--- src/rtl/wb_arb_pkg.sv ---
// Shared types and sizing helpers for the Wishbone round-robin arbiter.
package wb_arb_pkg;

  typedef enum logic {
    IDLE  = 1'b0,
    GRANT = 1'b1
  } arb_state_t;

  localparam int TIMEOUT_CYCLES_DEFAULT = 255;

  // Width of an index into n controllers; never narrower than one bit.
  function automatic int idx_width(input int n);
    return (n <= 2) ? 1 : $clog2(n);
  endfunction

  // Watchdog counter width: wide enough for the limit, clamped to 8..16 bits.
  function automatic int cnt_width(input int limit);
    int w;
    w = $clog2(limit + 1);
    if (w < 8)  w = 8;
    if (w > 16) w = 16;
    return w;
  endfunction

endpackage

--- src/rtl/wishbone_arbiter_if.sv ---
// Bus bundle for the arbiter: NUM_CTRL controller-side channels plus one device port.
// slave = the arbiter's view; master = the controllers and the device around it.
interface wishbone_arbiter_if #(
  parameter int NUM_CTRL  = 4,
  parameter int DAT_WIDTH = 8
);

  logic [NUM_CTRL-1:0]           c_cyc_i;
  logic [NUM_CTRL-1:0]           c_stb_i;
  logic [NUM_CTRL-1:0]           c_we_i;
  logic [NUM_CTRL*DAT_WIDTH-1:0] c_dat_i;
  logic [NUM_CTRL-1:0]           c_ack_o;
  logic [NUM_CTRL-1:0]           c_err_o;
  logic [NUM_CTRL-1:0]           c_rty_o;
  logic [NUM_CTRL-1:0]           c_stall_o;

  logic                 d_cyc_o;
  logic                 d_stb_o;
  logic                 d_we_o;
  logic [DAT_WIDTH-1:0] d_dat_o;
  logic                 d_ack_i;
  logic                 d_err_i;
  logic                 d_rty_i;
  logic                 d_stall_i;

  modport slave (
    input  c_cyc_i, c_stb_i, c_we_i, c_dat_i,
    output c_ack_o, c_err_o, c_rty_o, c_stall_o,
    output d_cyc_o, d_stb_o, d_we_o, d_dat_o,
    input  d_ack_i, d_err_i, d_rty_i, d_stall_i
  );

  modport master (
    output c_cyc_i, c_stb_i, c_we_i, c_dat_i,
    input  c_ack_o, c_err_o, c_rty_o, c_stall_o,
    input  d_cyc_o, d_stb_o, d_we_o, d_dat_o,
    output d_ack_i, d_err_i, d_rty_i, d_stall_i
  );

endinterface

--- src/rtl/rr_picker.sv ---
// Combinational round-robin picker: first set request searching upward from last_idx+1.
module rr_picker #(
  parameter int N     = 4,
  parameter int IDX_W = 2
) (
  input  logic [N-1:0]     req,
  input  logic [IDX_W-1:0] last_idx,
  output logic [IDX_W-1:0] sel,
  output logic             valid
);

  int cand;

  // NOTE: every output of a combinational block gets a default before any
  // branch, so no path leaves a value held and no latch is inferred.
  always_comb begin
    sel   = '0;
    valid = 1'b0;
    cand  = 0;
    for (int i = 1; i <= N; i++) begin
      cand = int'(last_idx) + i;
      if (cand >= N) cand = cand - N;
      if (!valid && req[cand[IDX_W-1:0]]) begin
        valid = 1'b1;
        sel   = cand[IDX_W-1:0];
      end
    end
  end

endmodule

--- src/rtl/wishbone_arbiter.sv ---
// Round-robin arbiter sharing one Wishbone device among NUM_CTRL controllers.
// Optional watchdog enabled by defining WB_ARBITER_TIMEOUT_EN (adds timeout_o).
module wishbone_arbiter
  import wb_arb_pkg::*;
#(
  parameter int NUM_CTRL       = 4,
  parameter int DAT_WIDTH      = 8,
  parameter int TIMEOUT_CYCLES = TIMEOUT_CYCLES_DEFAULT
) (
  input  logic                clk_i,
  input  logic                rst_i,
  wishbone_arbiter_if.slave   bus,
  output logic [NUM_CTRL-1:0] grant_o,
  output logic                busy_o
`ifdef WB_ARBITER_TIMEOUT_EN
  ,
  output logic                timeout_o
`endif
);

  localparam int IDX_W = idx_width(NUM_CTRL);

  if (NUM_CTRL < 2 || NUM_CTRL > 8 || TIMEOUT_CYCLES < 1) begin : g_param_check
    $error("wishbone_arbiter: NUM_CTRL must be 2..8 and TIMEOUT_CYCLES positive");
  end

  arb_state_t           state;
  logic [IDX_W-1:0]     last_idx;
  logic [NUM_CTRL-1:0]  pick_req;
  logic [IDX_W-1:0]     pick_sel;
  logic                 pick_valid;
  logic                 timeout;

  rr_picker #(
    .N     (NUM_CTRL),
    .IDX_W (IDX_W)
  ) u_picker (
    .req      (pick_req),
    .last_idx (last_idx),
    .sel      (pick_sel),
    .valid    (pick_valid)
  );

`ifdef WB_ARBITER_TIMEOUT_EN
  localparam int CNT_W = cnt_width(TIMEOUT_CYCLES);

  logic [CNT_W-1:0]    wd_cnt;
  logic [NUM_CTRL-1:0] mask;

  assign timeout   = busy_o && (wd_cnt == CNT_W'(TIMEOUT_CYCLES));
  assign timeout_o = timeout;
  assign pick_req  = bus.c_cyc_i & ~mask;

  // A timed-out controller stays masked until it has been seen with CYC low.
  always_ff @(posedge clk_i) begin
    if (rst_i) begin
      wd_cnt <= '0;
      mask   <= '0;
    end else begin
      if (!busy_o || bus.d_ack_i || bus.d_err_i || bus.d_rty_i) begin
        wd_cnt <= '0;
      end else if (!timeout) begin
        wd_cnt <= wd_cnt + 1'b1;
      end
      mask <= (mask & bus.c_cyc_i) | (timeout ? grant_o : '0);
    end
  end
`else
  assign timeout  = 1'b0;
  assign pick_req = bus.c_cyc_i;
`endif

  // NOTE: reset is synchronous and active-high, so it lives inside the clocked
  // branch rather than in the sensitivity list.
  always_ff @(posedge clk_i) begin
    if (rst_i) begin
      state    <= IDLE;
      grant_o  <= '0;
      busy_o   <= 1'b0;
      last_idx <= IDX_W'(NUM_CTRL - 1);
    end else begin
      case (state)
        IDLE: begin
          if (pick_valid) begin
            state    <= GRANT;
            grant_o  <= NUM_CTRL'(1) << pick_sel;
            busy_o   <= 1'b1;
            last_idx <= pick_sel;
          end
        end
        GRANT: begin
          if (!bus.c_cyc_i[last_idx] || timeout) begin
            state   <= IDLE;
            grant_o <= '0;
            busy_o  <= 1'b0;
          end
        end
        default: begin
          state   <= IDLE;
          grant_o <= '0;
          busy_o  <= 1'b0;
        end
      endcase
    end
  end

  // While granted, last_idx is the granted controller's index.
  assign bus.d_cyc_o = busy_o & bus.c_cyc_i[last_idx] & ~timeout;
  assign bus.d_stb_o = busy_o & bus.c_stb_i[last_idx];
  assign bus.d_we_o  = busy_o & bus.c_we_i[last_idx];
  assign bus.d_dat_o = busy_o ? bus.c_dat_i[last_idx*DAT_WIDTH +: DAT_WIDTH] : '0;

  assign bus.c_ack_o   = grant_o & {NUM_CTRL{bus.d_ack_i}};
  assign bus.c_err_o   = grant_o & {NUM_CTRL{bus.d_err_i | timeout}};
  assign bus.c_rty_o   = grant_o & {NUM_CTRL{bus.d_rty_i}};
  assign bus.c_stall_o = ~grant_o | {NUM_CTRL{bus.d_stall_i}};

endmodule

--- src/flat_wrapper.sv ---
// flat-port wrapper written by rule: the top's interface ports become plain ports
module wishbone_arbiter_flat import wb_arb_pkg::*;
#(
  parameter int NUM_CTRL       = 4,
  parameter int DAT_WIDTH      = 8,
  parameter int TIMEOUT_CYCLES = TIMEOUT_CYCLES_DEFAULT
)
  (clk_i, rst_i, grant_o, busy_o, bus_c_cyc_i, bus_c_stb_i, bus_c_we_i, bus_c_dat_i, bus_c_ack_o, bus_c_err_o, bus_c_rty_o, bus_c_stall_o, bus_d_cyc_o, bus_d_stb_o, bus_d_we_o, bus_d_dat_o, bus_d_ack_i, bus_d_err_i, bus_d_rty_i, bus_d_stall_i);
  wishbone_arbiter_if #(.NUM_CTRL(NUM_CTRL), .DAT_WIDTH(DAT_WIDTH)) bus_i ();
  input  logic clk_i;
  input  logic rst_i;
  output logic [NUM_CTRL-1:0] grant_o;
  output logic busy_o;
  input wire logic [$bits(bus_i.c_cyc_i)-1:0] bus_c_cyc_i;
  input wire logic [$bits(bus_i.c_stb_i)-1:0] bus_c_stb_i;
  input wire logic [$bits(bus_i.c_we_i)-1:0] bus_c_we_i;
  input wire logic [$bits(bus_i.c_dat_i)-1:0] bus_c_dat_i;
  output wire logic [$bits(bus_i.c_ack_o)-1:0] bus_c_ack_o;
  output wire logic [$bits(bus_i.c_err_o)-1:0] bus_c_err_o;
  output wire logic [$bits(bus_i.c_rty_o)-1:0] bus_c_rty_o;
  output wire logic [$bits(bus_i.c_stall_o)-1:0] bus_c_stall_o;
  output wire logic [$bits(bus_i.d_cyc_o)-1:0] bus_d_cyc_o;
  output wire logic [$bits(bus_i.d_stb_o)-1:0] bus_d_stb_o;
  output wire logic [$bits(bus_i.d_we_o)-1:0] bus_d_we_o;
  output wire logic [$bits(bus_i.d_dat_o)-1:0] bus_d_dat_o;
  input wire logic [$bits(bus_i.d_ack_i)-1:0] bus_d_ack_i;
  input wire logic [$bits(bus_i.d_err_i)-1:0] bus_d_err_i;
  input wire logic [$bits(bus_i.d_rty_i)-1:0] bus_d_rty_i;
  input wire logic [$bits(bus_i.d_stall_i)-1:0] bus_d_stall_i;
  assign bus_i.c_cyc_i = bus_c_cyc_i;
  assign bus_i.c_stb_i = bus_c_stb_i;
  assign bus_i.c_we_i = bus_c_we_i;
  assign bus_i.c_dat_i = bus_c_dat_i;
  assign bus_c_ack_o = bus_i.c_ack_o;
  assign bus_c_err_o = bus_i.c_err_o;
  assign bus_c_rty_o = bus_i.c_rty_o;
  assign bus_c_stall_o = bus_i.c_stall_o;
  assign bus_d_cyc_o = bus_i.d_cyc_o;
  assign bus_d_stb_o = bus_i.d_stb_o;
  assign bus_d_we_o = bus_i.d_we_o;
  assign bus_d_dat_o = bus_i.d_dat_o;
  assign bus_i.d_ack_i = bus_d_ack_i;
  assign bus_i.d_err_i = bus_d_err_i;
  assign bus_i.d_rty_i = bus_d_rty_i;
  assign bus_i.d_stall_i = bus_d_stall_i;
  wishbone_arbiter #(.NUM_CTRL(NUM_CTRL), .DAT_WIDTH(DAT_WIDTH), .TIMEOUT_CYCLES(TIMEOUT_CYCLES)) u_core (.clk_i(clk_i), .rst_i(rst_i), .bus(bus_i), .grant_o(grant_o), .busy_o(busy_o));
endmodule
--- config.mk ---
export PLATFORM = sky130hd
export DESIGN_NAME = wishbone_arbiter_flat
export DESIGN_NICKNAME = d
export VERILOG_FILES = /design/src/rtl/wb_arb_pkg.sv /design/src/rtl/wishbone_arbiter_if.sv /design/src/rtl/rr_picker.sv /design/src/rtl/wishbone_arbiter.sv /design/src/flat_wrapper.sv
export SDC_FILE = /design/constraint.sdc
export NUM_CORES = 1
export LEC_CHECK = 0
export ABC_AREA = 1
export ABC_CLOCK_PERIOD_IN_PS = 5400
export BUFFER_PORTS_ARGS = -buffer_cell sky130_fd_sc_hd__buf_2
export CAP_MARGIN = 5
export CORE_MARGIN = 4
export CORE_UTILIZATION = 43
export CTS_CLUSTER_DIAMETER = 200
export CTS_CLUSTER_SIZE = 40
export DETAILED_ROUTE_END_ITERATION = 16
export PLACE_DENSITY = 0.88
export SETUP_SLACK_MARGIN = 0.2
export SYNTH_ARGS = -nofsm -noshare
export SYNTH_HDL_FRONTEND = slang
export SYNTH_HIERARCHICAL = 1
export SYNTH_SLANG_ARGS = --single-unit
--- constraint.sdc ---
create_clock -name clk_i -period 5.4 [get_ports clk_i]
set_input_delay 0.27 -clock clk_i [delete_from_list [all_inputs] [get_ports clk_i]]
set_output_delay 0.27 -clock clk_i [all_outputs]
set_load 0.02 [all_outputs]
==> impl_metrics.json <==
{
  "crit_start": "u_core/last_idx[0]$_SDFFE_PP1P_",
  "regArea_sq_um": 160,
  "setup_tns_ns": 0,
  "hp-class": "in2reg",
  "detailed_place_hpwl_um": 2720,
  "port_buffers": 81,
  "drive_above_1_share_pct": 34.6,
  "drc": 0,
  "drt_wl_total_um": 3390,
  "vdd_drop_max_mv": 0.343,
  "cts_buffers": 3,
  "initial_utilization_pct": 46.5,
  "avgSynthCellArea_sq_um": 5.19,
  "hp-start": "rst_i",
  "synthesis.area_sq_um": 1060,
  "yosysUniqueCellTypes": 23,
  "start_kind": "register",
  "synth.area.mux_share_pct": 0,
  "cts_setup_buffers": 0,
  "relSlewSlack_pct": 28.7,
  "ctsResizeCount": 0,
  "cts-root-buf": "clkbuf_4",
  "r2r_start": "u_core/last_idx[0]$_SDFFE_PP1P_",
  "std_cell_rows": 17,
  "chipHeight_um": 57.6,
  "yosysSeqAreaShare_pct": 15.1,
  "ys_warn_count": 6,
  "worstPathArrival_ns": 2.91,
  "grt-ovfl-total": 0,
  "wl_per_cell_um": 11.0,
  "yosys.area_share.xor_xnor_pct": 0,
  "cap_violations": 0,
  "drtIter0Drc": 77,
  "synth_compound_area_share_pct": 19.7,
  "crit_type": "reg2reg",
  "cts_hold_buf": 0,
  "clk_latency_ns": 0.25,
  "ant_nets": 0,
  "h-tree-depth": 1,
  "ff2ff_setup_slack_ns": 2.63,
  "crit_required_ns": 5.53,
  "cts_sinks": 8,
  "design.core.area_sq_um": 2280,
  "grt_usage_pct": 19.7,
  "status": "finished, final reports clean",
  "tightestPinTransition_ns": 1.07,
  "grt_pass1_wl_um": 5360,
  "cts_tree": "yes",
  "synth_top_family_by_area": "simple AND/OR/NAND/NOR gates",
  "fmax_mhz": 361,
  "layout_min_cycle_time_ns": 2.77,
  "num_vias": 1525,
  "synthAdderAreaFrac_pct": 0,
  "grt_start_max_net_pins": 35,
  "skew_ns": 0.00532,
  "final_nets": 332,
  "rsz0062_at_grt": "false",
  "post-route-period-util_pct": 51.3,
  "leakagePower_nw": 0.929,
  "crit_path_max_fanout": 34,
  "hold_violations": 0,
  "area_delta_synth_final_pct": 39.5,
  "setup_ws_ns": 2.63,
  "post-place-ws_ns": 2.65,
  "die_w_um": 57.6,
  "multi_input_area_sq_um": 756,
  "power.density_nw_per_um2": 531,
  "worstSetupEndpointType": "register",
  "die-area_sq_um": 3320,
  "synthesis.nets": 254,
  "syn_inst": 204,
  "path_clk_slew_ns": 0.06,
  "grt_pass1_vias": 1228,
  "gp_congestion": 0.841,
  "clockBufferDepth": 2,
  "ioPinCount": 82,
  "yosys.area_share.simple_pct": 51.7,
  "firstDrtPassIters": 5,
  "num_antenna_cells": 0,
  "setup_viol": 0,
  "ys_ff_latch": 8,
  "antenna_found_initial": 0,
  "n_fill_cell": 238,
  "drv_slew": 0,
  "viasPerCell": 4.95
}
## report_power, final
group          total, mW  leakage, nW  internal, mW  switching [mW]
logic              0.585        0.849         0.206           0.379
clock network     0.0459       0.0138        0.0254          0.0205
registers          0.153       0.0662        0.0837          0.0691
## kinds of logic (layout without fill, tap and decap cells)
logic type,Yosys count,in the layout
flip-flops,8,8
AO/OA/AOI/OAI,40,40
AND/OR/NAND/NOR,122,122
buffers and inverters,34,110
## stage by stage
step	cells	instance area [sq um]	utilization (%)	power, mW	hold slack, ns
after floorplan	204	1060	-	0.599	0.339
after global placement	305	1450	63.9	0.731	0.509
after detailed placement	305	1450	63.9	0.737	0.515
after CTS	308	1480	64.9	0.788	0.238
after global routing	308	1480	64.9	0.867	0.256
final	308	1480	64.9	0.784	0.250
## placed cells by master (no fill, tap or decap)
cell type	synthesis	final
a211o_1	1	1
a21oi_1	17	17
buf_2	2	81
clkbuf_4	0	3
dfxtp_1	8	8
inv_1	23	23
inv_2	3	3
nand2_1	47	47
nand2_2	4	4
nand2_4	3	3
nand3_1	18	18
nand4_1	3	3
nor2_1	44	44
nor2_2	1	1
nor2_4	1	1
nor2_8	1	1
o211ai_1	1	1
o21a_1	1	1
o21ai_0	11	11
o21ai_1	9	9
## path summary, 6_finish.rpt
kind                                                         to  cells past startpoint
worst max register to register  u_core/last_idx[1]$_SDFFE_PP1P_                     12
worst min-delay path             u_core/grant_o[3]$_SDFFE_PP0P_                      2
worst max-delay path            u_core/last_idx[1]$_SDFFE_PP1P_                     12
worst min register to register          u_core/state$_SDFF_PP0_                      2
## synthesized netlist by cell type
master | number | share of area (%)
nand3_1 | 18 | 8.5
o21a_1 | 1 | 0.71
buf_2 | 2 | 0.95
a211o_1 | 1 | 0.83
nand4_1 | 3 | 1.8
o21ai_0 | 11 | 5.2
nand2_4 | 3 | 3.2
o21ai_1 | 9 | 4.3
nor2_1 | 44 | 16
nand2_2 | 4 | 2.4
nor2_2 | 1 | 0.59
nand2_1 | 47 | 17
o211ai_1 | 1 | 0.71
clkbuf_1 | 1 | 0.35
a21oi_1 | 17 | 8.0
nor2_8 | 1 | 1.9
inv_2 | 3 | 1.1
buf_1 | 1 | 0.35
inv_1 | 23 | 8.2
buf_4 | 3 | 2.1
nor2_4 | 1 | 1.1
clkbuf_2 | 1 | 0.47
dfxtp_1 | 8 | 15
## registers in the layout, summed over array words and instances (netlist names)
register	count
u_core/busy_o	1
u_core/state	1
u_core/grant_o	4
u_core/last_idx	2
## layout make-up
type,instances,share of cell area (%)
inverter,26,6.61
tap,28,2.37
sequential,8,10.8
multi-input combinational,162,51.2
timing repair buffer,81,27.5
clock buffer,3,1.53
## critical path, cell delays in order, from the launching register on
cell and delay (ns):
dfxtp_1 1.03, inv_1 0.34, nand2_1 0.17, nand2_1 0.10
nand2_1 0.13, nand2_4 0.08, nor2_8 0.13, nand4_1 0.11
inv_1 0.11, nor2_4 0.05, inv_2 0.12, nor2_2 0.06
a211o_1 0.23
## per-layer routing
| metal | GRT usage [%] | share of wire (%) |
|---|---|---|
| met1 | 26.4 | 43 |
| met2 | 32.7 | 48 |
| met3 | 4.01 | 8.5 |
| met4 | 3.97 | 0.56 |
| met5 | 0 | 0 |
Power figures use the tool's default switching activity.
